`src/rtl/mem_access_ctrl_if.sv`:
```
// Request/response and memory-stage bus of the load/store access controller.
// The master side is the ALU requester plus the memory stage's data-out.
interface mem_access_ctrl_if;
   logic        req_valid;
   logic [1:0]  req_op;
   logic [31:0] req_addr;
   logic [31:0] req_wdata;
   logic        req_ready;
   logic        resp_valid;
   logic [31:0] resp_rdata;
   logic        misalign;
   logic        mem_wren;
   logic [31:0] mem_addr;
   logic [31:0] mem_din;
   logic [31:0] mem_dout;

   modport master (
      output req_valid, req_op, req_addr, req_wdata, mem_dout,
      input  req_ready, resp_valid, resp_rdata, misalign, mem_wren, mem_addr, mem_din
   );

   modport slave (
      input  req_valid, req_op, req_addr, req_wdata, mem_dout,
      output req_ready, resp_valid, resp_rdata, misalign, mem_wren, mem_addr, mem_din
   );
endinterface

```
`src/rtl/mem_access_ctrl.sv`:
```
// Sequential lw/sw/lb/sb controller in front of a word-addressed, one-cycle-read RAM.
// sb is done as read-modify-write since the RAM has no byte enables.
module mem_access_ctrl #(
   parameter bit ZERO_EXT_LB = 1'b1
) (
   input logic clk,
   input logic reset,
   mem_access_ctrl_if.slave bus
);
   typedef enum logic [1:0] {IDLE, RD, CAP, WR} state_t;

   localparam logic [1:0] OP_LW = 2'b00;
   localparam logic [1:0] OP_SW = 2'b01;
   localparam logic [1:0] OP_LB = 2'b10;
   localparam logic [1:0] OP_SB = 2'b11;

   state_t      state;
   logic [1:0]  opReg;
   logic [1:0]  lane;
   logic [7:0]  byteWdata;
   logic [7:0]  laneByte;
   logic [31:0] loadResult;
   logic [31:0] mergedWord;

   // Little-endian lane select on the word returned in CAP.
   always_comb begin
      laneByte   = bus.mem_dout[{lane, 3'b000} +: 8];
      mergedWord = bus.mem_dout;
      mergedWord[{lane, 3'b000} +: 8] = byteWdata;
      if (opReg == OP_LB)
         loadResult = {(ZERO_EXT_LB ? 24'h0 : {24{laneByte[7]}}), laneByte};
      else
         loadResult = bus.mem_dout;
   end

   assign bus.req_ready = (state == IDLE);
   // Gated by reset so a reset landing in WR never reaches the RAM.
   assign bus.mem_wren  = (state == WR) && !reset;

   always_ff @(posedge clk) begin
      if (reset) begin
         state          <= IDLE;
         opReg          <= OP_LW;
         lane           <= 2'b00;
         byteWdata      <= 8'h00;
         bus.resp_valid <= 1'b0;
         bus.misalign   <= 1'b0;
         bus.resp_rdata <= 32'h0;
         bus.mem_addr   <= 32'h0;
         bus.mem_din    <= 32'h0;
      end else begin
         bus.resp_valid <= 1'b0;
         bus.misalign   <= 1'b0;
         case (state)
            IDLE: begin
               if (bus.req_valid) begin
                  opReg        <= bus.req_op;
                  lane         <= bus.req_addr[1:0];
                  byteWdata    <= bus.req_wdata[7:0];
                  bus.mem_addr <= {bus.req_addr[31:2], 2'b00};
                  if (bus.req_op == OP_SW) begin
                     bus.mem_din <= bus.req_wdata;
                     state       <= WR;
                  end else begin
                     state <= RD;
                  end
               end
            end
            RD:  state <= CAP;
            CAP: begin
               if (opReg == OP_SB) begin
                  bus.mem_din <= mergedWord;
                  state       <= WR;
               end else begin
                  bus.resp_rdata <= loadResult;
                  bus.resp_valid <= 1'b1;
                  bus.misalign   <= (opReg == OP_LW) && (lane != 2'b00);
                  state          <= IDLE;
               end
            end
            WR: begin
               bus.resp_valid <= 1'b1;
               bus.misalign   <= (opReg == OP_SW) && (lane != 2'b00);
               state          <= IDLE;
            end
            default: state <= IDLE;
         endcase
      end
   end
endmodule
```
`src/flat_wrapper.sv`:
```
// flat-port wrapper written by rule: the top's interface ports become plain ports
module mem_access_ctrl_flat 
#(
   parameter bit ZERO_EXT_LB = 1'b1
)
  (clk, reset, bus_req_valid, bus_req_op, bus_req_addr, bus_req_wdata, bus_mem_dout, bus_req_ready, bus_resp_valid, bus_resp_rdata, bus_misalign, bus_mem_wren, bus_mem_addr, bus_mem_din);
  mem_access_ctrl_if bus_i ();
  input logic clk;
  input logic reset;
  input wire logic [$bits(bus_i.req_valid)-1:0] bus_req_valid;
  input wire logic [$bits(bus_i.req_op)-1:0] bus_req_op;
  input wire logic [$bits(bus_i.req_addr)-1:0] bus_req_addr;
  input wire logic [$bits(bus_i.req_wdata)-1:0] bus_req_wdata;
  input wire logic [$bits(bus_i.mem_dout)-1:0] bus_mem_dout;
  output wire logic [$bits(bus_i.req_ready)-1:0] bus_req_ready;
  output wire logic [$bits(bus_i.resp_valid)-1:0] bus_resp_valid;
  output wire logic [$bits(bus_i.resp_rdata)-1:0] bus_resp_rdata;
  output wire logic [$bits(bus_i.misalign)-1:0] bus_misalign;
  output wire logic [$bits(bus_i.mem_wren)-1:0] bus_mem_wren;
  output wire logic [$bits(bus_i.mem_addr)-1:0] bus_mem_addr;
  output wire logic [$bits(bus_i.mem_din)-1:0] bus_mem_din;
  assign bus_i.req_valid = bus_req_valid;
  assign bus_i.req_op = bus_req_op;
  assign bus_i.req_addr = bus_req_addr;
  assign bus_i.req_wdata = bus_req_wdata;
  assign bus_i.mem_dout = bus_mem_dout;
  assign bus_req_ready = bus_i.req_ready;
  assign bus_resp_valid = bus_i.resp_valid;
  assign bus_resp_rdata = bus_i.resp_rdata;
  assign bus_misalign = bus_i.misalign;
  assign bus_mem_wren = bus_i.mem_wren;
  assign bus_mem_addr = bus_i.mem_addr;
  assign bus_mem_din = bus_i.mem_din;
  mem_access_ctrl #(.ZERO_EXT_LB(ZERO_EXT_LB)) u_core (.clk(clk), .reset(reset), .bus(bus_i));
endmodule
```
`config.mk`:
```
export PLATFORM = sky130hd
export DESIGN_NAME = mem_access_ctrl_flat
export DESIGN_NICKNAME = d
export VERILOG_FILES = /design/src/rtl/mem_access_ctrl_if.sv /design/src/rtl/mem_access_ctrl.sv /design/src/flat_wrapper.sv
export SDC_FILE = /design/constraint.sdc
export NUM_CORES = 1
export LEC_CHECK = 0
export CORE_MARGIN = 10
export CORE_UTILIZATION = 40
export CTS_CLUSTER_DIAMETER = 50
export DETAILED_ROUTE_END_ITERATION = 12
export GPL_TIMING_DRIVEN = 1
export PLACE_DENSITY = 0.73
export SKIP_LAST_GASP = 1
export SYNTH_ARGS = -nofsm -noshare
export SYNTH_HDL_FRONTEND = slang
export SYNTH_SLANG_ARGS = --single-unit
```
`constraint.sdc`:
```
create_clock -name clk -period 6.5 [get_ports clk]
set_input_delay 0.975 -clock clk [delete_from_list [all_inputs] [get_ports clk]]
set_output_delay 0.975 -clock clk [all_outputs]
set_load 0.005 [all_outputs]
```
==> results.sh, run 1 <==
export IMPL_grt_antenna_before_repair=0
export IMPL_max_freq_mhz=263
export IMPL_syn_avg_cell_area_um2=8.60
export IMPL_tritoncts_num_buffers=9
export IMPL_drt_wirelength_per_cell_um=21.3
export IMPL_synth_seq_area_share_pct=40.4
export IMPL_grt_pass1_vias=5505
export IMPL_post_cts_setup_buffers=0
export IMPL_detail_route_drc_violations=0
export IMPL_vdd_ir_drop_max_uv=100
export IMPL_worst_setup_path_start_kind="register"
export IMPL_routed_via_count=5562
export IMPL_cp_data_arrival_time_ns=4.05
export IMPL_clockBufferDepth=2
export IMPL_power_density_mw_per_mm2=216
export IMPL_io_buffer_count=198
export IMPL_netlist_cell_type_count=41
export IMPL_synthCells=634
export IMPL_timing_critical_path_required_ns=6.74
export IMPL_drtIter0Drc=716
export IMPL_setup_violations=0
export IMPL_rrSetupSlack_ns=2.70
export IMPL_rr_startpoint="u_core.lane[0]"
export IMPL_clk_latency_ns=0.36
export IMPL_final_hold_violation_count=0
export IMPL_crit_chain="clkinv_1, ha_1, and4bb_1, nand4_1, a311oi_1"
export IMPL_finish_utilization_pct=57.4
export IMPL_drv_cap=0
export IMPL_endpoint_kind="register"
export IMPL_synth_async_reset_ratio_pct=0
export IMPL_grt_max_degree=117
export IMPL_count_of_flip_flops_with_a_built_in_enable_after_synthesis=0
export IMPL_cts_repair_resized=0
export IMPL_global_route_usage_total_pct=20.8
export IMPL_drtAntennaViolNets=0
export IMPL_postCtsHoldBufs=0
export IMPL_clock_sink_count=110
export IMPL_critPathMaxFanout=29
export IMPL_layout_common_cells="sky130_fd_sc_hd__clkdlybuf4s50_1, sky130_fd_sc_hd__dfxtp_1, sky130_fd_sc_hd__nand2_1"
export IMPL_htreeDepth=3
export IMPL_timing_hold_worst_path_depth=2
export IMPL_outcome="finished, final reports clean"
export IMPL_timing_hold_worst_class="reg -> reg"
export IMPL_chipWidth_um=137
export IMPL_post_route_clock_skew_ns=0.00865
export IMPL_die_area_mm2=0.0187
export IMPL_layout_worst_path_cycle_share_pct=58.5
export IMPL_final_max_slew_violation_count=0
export IMPL_final_hold_worst_slack_ns=0.452
export IMPL_slew_limit_headroom_pct=11.7
export IMPL_grt_overflow=0
export IMPL_timing_worst_slew_pin_value_ns=1.32
export IMPL_place_gp_congestion=0.882
export IMPL_criticalPathCategory="reg -> reg"
export IMPL_areaGrowthSynthToFinish_pct=39.8
export IMPL_floorplan_die_height_um=137
export IMPL_io_pins=201
export IMPL_initial_utilization_pct=41.0
export IMPL_yosys_register_bits=110
export IMPL_mostFrequentLayoutCell="sky130_fd_sc_hd__clkdlybuf4s50_1"
export IMPL_grt_first_pass_wirelength_um=31000
export IMPL_yosys_warnings=0
export IMPL_power_leakage_nw=2.49
export IMPL_postRouteWirelength_um=20400
export IMPL_critical_path_slowest_cell="sky130_fd_sc_hd__dfxtp_1"
export IMPL_rsz0062_at_grt="false"
export IMPL_r2r_worst_path_cells=5
export IMPL_root_buffer_cell="sky130_fd_sc_hd__clkbuf_16"
export IMPL_commonest_register_cell_after_synthesis="sky130_fd_sc_hd__dfxtp_1"
export IMPL_floorplan_core_area_mm2=0.0133
export IMPL_cp_startpoint="u_core.lane[0]"
export IMPL_dp_hpwl_um=15100
export IMPL_cts_reportedPaths_clkPinSlew_ns=0.07
export IMPL_drive_above_1_share_pct=7.53
export IMPL_crit_path_end="u_core.bus.mem_din[16]"
export IMPL_cts_tree="built"
export IMPL_synth_cell_area_mm2=0.00546
export IMPL_finalSetupTns_ns=0
export IMPL_antenna_diode_count=0
export IMPL_worst_r2r_endpoint="u_core.bus.mem_din[16]"
export IMPL_rows=42
export IMPL_finalCriticalPeriod_ns=3.80
export IMPL_worst_path_largest_cell_delay_ns=1.07
export IMPL_drt_pass1_iterations=5
export IMPL_drt_vias_per_instance=5.79
export IMPL_nNetsFinal=885
[flip-flops by register name, summed over array words and instances (netlist names)]
signal                 count
u_core.bus.resp_rdata     32
u_core.bus.mem_addr       30
u_core.bus.resp_valid      1
u_core.state               2
u_core.lane                2
u_core.opReg               2
u_core.bus.mem_din        32
u_core.byteWdata           8
u_core.bus.misalign        1
[layout make-up]
class,instances,area [µm²]
Multi-Input combinational cell,441,2820
Timing Repair Buffer,206,2040
Inverter,11,41.3
Tap cell,176,220
Clock inverter,4,53.8
Clock buffer,12,256
Fill cell,1210,5670
Sequential cell,110,2200
[where the power goes]
part | total [mW] | leakage [nW] | internal [mW] | switching (mW)
registers | 0.742 | 0.898 | 0.710 | 0.0319
logic | 0.324 | 1.45 | 0.169 | 0.155
clock network | 0.578 | 0.145 | 0.322 | 0.257
total | 1.64 | 2.49 | 1.20 | 0.443
[how the worst min path moves through the flow]
stage	endpoint	from	slack [ns]
floorplan	u_core.bus.mem_addr[10]	u_core.bus.mem_addr[10]	0.45
global placement	u_core.bus.mem_addr[20]	u_core.bus.mem_addr[20]	0.44
detailed placement	u_core.bus.mem_addr[20]	u_core.bus.mem_addr[20]	0.45
CTS	u_core.bus.mem_addr[20]	u_core.bus.mem_addr[20]	0.46
global route	u_core.bus.mem_addr[20]	u_core.bus.mem_addr[20]	0.47
finish	u_core.bus.mem_addr[20]	u_core.bus.mem_addr[20]	0.45
[cells by family after synthesis]
kind of cell             count (synthesis)  share of synthesized area (%)
AO/OA/AOI/OAI                          207                           25.0
XOR/XNOR                                 1                          0.161
adder cells (fa/ha/maj)                  5                           1.15
buffers and inverters                   84                           8.30
flip-flops                             110                           40.4
multiplexers                            16                           3.30
other                                    1                         0.0687
AND/OR/NAND/NOR                        210                           21.7
[per-layer routing]
metal / vias up / wire length (µm) / part of all wire (%) / track usage, %
met5: - / 0 / 0 / 0
met4: 0 / 693 / 3.4 / 9.43
met3: 52 / 1370 / 6.7 / 3.85
met2: 248 / 9990 / 49 / 33.9
met1: 2628 / 8390 / 41 / 26.1
li1: 2634 / - / - / -
[per-stage QoR]
stage	area [µm²]	total power, mW	std cells	setup WS [ns]
after floorplan	5460	0.907	635	4.10
after CTS	7630	1.65	960	2.86
after detailed placement	7320	1.08	944	2.89
final	7630	1.64	960	2.70
after global placement	7320	1.07	944	3.04
after global routing	7630	1.70	960	2.45
[Yosys cell counts (7+ instances only)]
| cell | instances | area [µm²] |
|---|---|---|
| sky130_fd_sc_hd__a211oi_1 | 32 | 240 |
| sky130_fd_sc_hd__a311oi_1 | 20 | 175 |
| sky130_fd_sc_hd__mux2_2 | 16 | 180 |
| sky130_fd_sc_hd__buf_4 | 7 | 52.6 |
| sky130_fd_sc_hd__nor2_1 | 11 | 41.3 |
| sky130_fd_sc_hd__o21ai_0 | 10 | 50.1 |
| sky130_fd_sc_hd__o22ai_1 | 8 | 50.1 |
| sky130_fd_sc_hd__nor4bb_1 | 31 | 310 |
| sky130_fd_sc_hd__or4_1 | 8 | 60.1 |
| sky130_fd_sc_hd__a21oi_1 | 101 | 505 |
| sky130_fd_sc_hd__o32ai_1 | 8 | 70.1 |
| sky130_fd_sc_hd__buf_2 | 22 | 110 |
| sky130_fd_sc_hd__nand2_1 | 108 | 405 |
| sky130_fd_sc_hd__o21ai_1 | 14 | 70.1 |
| sky130_fd_sc_hd__nand3_1 | 9 | 45.0 |
| sky130_fd_sc_hd__a311oi_2 | 12 | 180 |
| sky130_fd_sc_hd__clkbuf_1 | 26 | 97.6 |
| sky130_fd_sc_hd__buf_6 | 11 | 124 |
| sky130_fd_sc_hd__nand4_1 | 24 | 150 |
| sky130_fd_sc_hd__dfxtp_1 | 110 | 2200 |
| sky130_fd_sc_hd__inv_1 | 10 | 37.5 |
[critical path: cells and delay by family (launching register included)]
family                     cells  cell delay [ns]
buffers and inverters          1             0.85
adders and majority gates      1             0.60
AOI/OAI and AO/OA              1             0.32
and+or+nand+nor                2             0.85
DFF                            1             1.07
No activity file was read; power rests on OpenSTA's default activity.
==> run 2, diff against run 1 <==
==> constraint.sdc (replaced) <==
create_clock -name clk -period 3.8 [get_ports clk]
set_input_delay 0.57 -clock clk [delete_from_list [all_inputs] [get_ports clk]]
set_output_delay 0.57 -clock clk [all_outputs]
set_load 0.005 [all_outputs]
==> results.sh, run 2 (synthesis gave the netlist of run 1 again) <==
export IMPL_outcome="finished, final reports clean"
export IMPL_dp_hpwl_um=15200
export IMPL_crit_chain="buf_4, clkinv_1, ha_1, and4bb_1, nand4_1, a311oi_2"
export IMPL_power_density_mw_per_mm2=361
export IMPL_drive_above_1_share_pct=7.62
export IMPL_criticalPathCategory="reg -> reg"
export IMPL_worst_path_largest_cell_delay_ns=0.71
export IMPL_postRouteWirelength_um=20300
export IMPL_global_route_usage_met1_pct=26.8
export IMPL_endpoint_kind="register"
export IMPL_grt_first_pass_wirelength_um=30700
export IMPL_grt_antenna_before_repair=0
export IMPL_multiInputGateArea_mm2=0.00282
export IMPL_rsz0062_at_grt="false"
export IMPL_drtIter0Drc=596
export IMPL_timing_hold_worst_class="reg -> reg"
export IMPL_fillerInstances=1189
export IMPL_totalPowerFinal_mw=2.75
export IMPL_grt_busiest_layer="met2"
export IMPL_layout_common_cells="sky130_fd_sc_hd__clkdlybuf4s50_1, sky130_fd_sc_hd__dfxtp_1, sky130_fd_sc_hd__nand2_1"
export IMPL_die_area_mm2=0.0187
export IMPL_tritoncts_num_buffers=9
export IMPL_grt_max_degree=66
export IMPL_cts_repair_resized=0
export IMPL_finalSetupTns_ns=0
export IMPL_final_hold_violation_count=0
export IMPL_critical_path_slowest_cell="sky130_fd_sc_hd__and4bb_1"
export IMPL_place_gp_congestion=0.922
export IMPL_rows=42
export IMPL_cp_startpoint="u_core.lane[0]"
export IMPL_setup_violations=0
export IMPL_drv_cap=0
export IMPL_timing_critical_path_required_ns=4.06
export IMPL_worst_path_dominant_cell_family="simple AND/OR/NAND/NOR gates"
export IMPL_rr_startpoint="u_core.lane[0]"
export IMPL_slew_limit_headroom_pct=18.0
export IMPL_nNetsFinal=888
export IMPL_floorplan_die_height_um=137
export IMPL_layout_setup_ws_ns=0.729
export IMPL_power_leakage_nw=2.50
export IMPL_registers_with_the_most_flip_flops="u_core.bus.mem_din x32, u_core.bus.resp_rdata x32, u_core.bus.mem_addr x30"
export IMPL_worst_setup_path_start_kind="register"
export IMPL_timing_worst_slew_pin_value_ns=1.23
export IMPL_area_sequential_mm2=0.00220
export IMPL_drt_vias_per_instance=5.81
export IMPL_r2r_worst_path_cells=6
export IMPL_final_max_slew_violation_count=0
export IMPL_mostFrequentLayoutCell="sky130_fd_sc_hd__clkdlybuf4s50_1"
export IMPL_clockBufferDepth=2
export IMPL_hold_path_startpoint="u_core.bus.mem_addr[27]"
export IMPL_io_buffer_count=198
export IMPL_critPathMaxFanout=29
export IMPL_cp_data_arrival_time_ns=3.33
export IMPL_routed_via_count=5594
export IMPL_htreeDepth=3
export IMPL_floorplan_core_area_mm2=0.0133
export IMPL_vdd_ir_drop_max_uv=216
export IMPL_layout_worst_path_cycle_share_pct=80.8
export IMPL_post_cts_setup_buffers=0
export IMPL_place_area_mm2=0.00734
export IMPL_postCtsHoldBufs=0
export IMPL_drtAntennaViolNets=0
export IMPL_global_route_usage_met3_pct=4.07
export IMPL_place_detailed_instances=947
export IMPL_max_freq_mhz=326
export IMPL_global_route_usage_total_pct=20.8
export IMPL_chipWidth_um=137
export IMPL_antenna_diode_count=0
export IMPL_root_buffer_cell="sky130_fd_sc_hd__clkbuf_16"
export IMPL_io_pins=201
export IMPL_dp_worst_setup_slack_ns=0.867
export IMPL_initial_utilization_pct=41.0
export IMPL_drt_pass1_iterations=5
export IMPL_drt_wirelength_per_cell_um=21.1
export IMPL_worst_path_stages=6
export IMPL_clock_sink_count=110
export IMPL_finalCriticalPeriod_ns=3.07
export IMPL_grt_pass1_vias=5420
export IMPL_crit_buf_inv=2
export IMPL_grt_overflow=0
export IMPL_layout_cells_non_filler=963
export IMPL_post_route_clock_skew_ns=0.00652
export IMPL_areaGrowthSynthToFinish_pct=39.8
export IMPL_detail_route_drc_violations=0
export IMPL_cts_reportedPaths_clkPinSlew_ns=0.07
export IMPL_fin_area_mm2=0.00762
export IMPL_timing_hold_worst_path_depth=2
export IMPL_gr_usage_met2_pct=33.5
export IMPL_cts_tree="built"
export IMPL_clk_latency_ns=0.35
## run 2: routing by layer
| layer | vias to the layer above | routed length [µm] |
|---|---|---|
| met5 | - | 0 |
| met1 | 2669 | 8170 |
| met2 | 250 | 9980 |
| met4 | 0 | 632 |
| li1 | 2630 | - |
| met3 | 45 | 1520 |
## run 2: area by class of cell
cell class	count	share of cell area, %
Multi-Input combinational cell	441	36.9
Sequential cell	110	28.9
Timing Repair Buffer	209	27.0
Clock buffer	12	3.10
Tap cell	176	2.89
Clock inverter	4	0.624
Inverter	11	0.542
## run 2: worst reg2reg max path, cell delays in order (launching register included)
cell	delay, ns
sky130_fd_sc_hd__dfxtp_1	0.31
sky130_fd_sc_hd__buf_4	0.32
sky130_fd_sc_hd__clkinv_1	0.57
sky130_fd_sc_hd__ha_1	0.56
sky130_fd_sc_hd__and4bb_1	0.72
sky130_fd_sc_hd__nand4_1	0.21
sky130_fd_sc_hd__a311oi_2	0.30
## run 2: through the flow
step	hold WS, ns	utilization, %
floorplan	0.453	-
global placement	0.441	55.2
detailed placement	0.446	55.2
CTS	0.456	57.3
global route	0.472	57.3
finish	0.455	57.3
## run 2: power by group
group          switching (mW)  total, mW  internal, mW
Sequential             0.0489       1.26          1.22
Clock                   0.421      0.931         0.510
Combinational           0.268      0.558         0.289
Total                   0.738       2.75          2.01
## run 2: path summary, 6_finish.rpt
kind                                                 to  slack [ns]
worst max-delay path             u_core.bus.mem_din[20]        0.73
worst min-delay path            u_core.bus.mem_addr[27]        0.45
worst max register to register   u_core.bus.mem_din[20]        0.73
worst min register to register  u_core.bus.mem_addr[27]        0.45
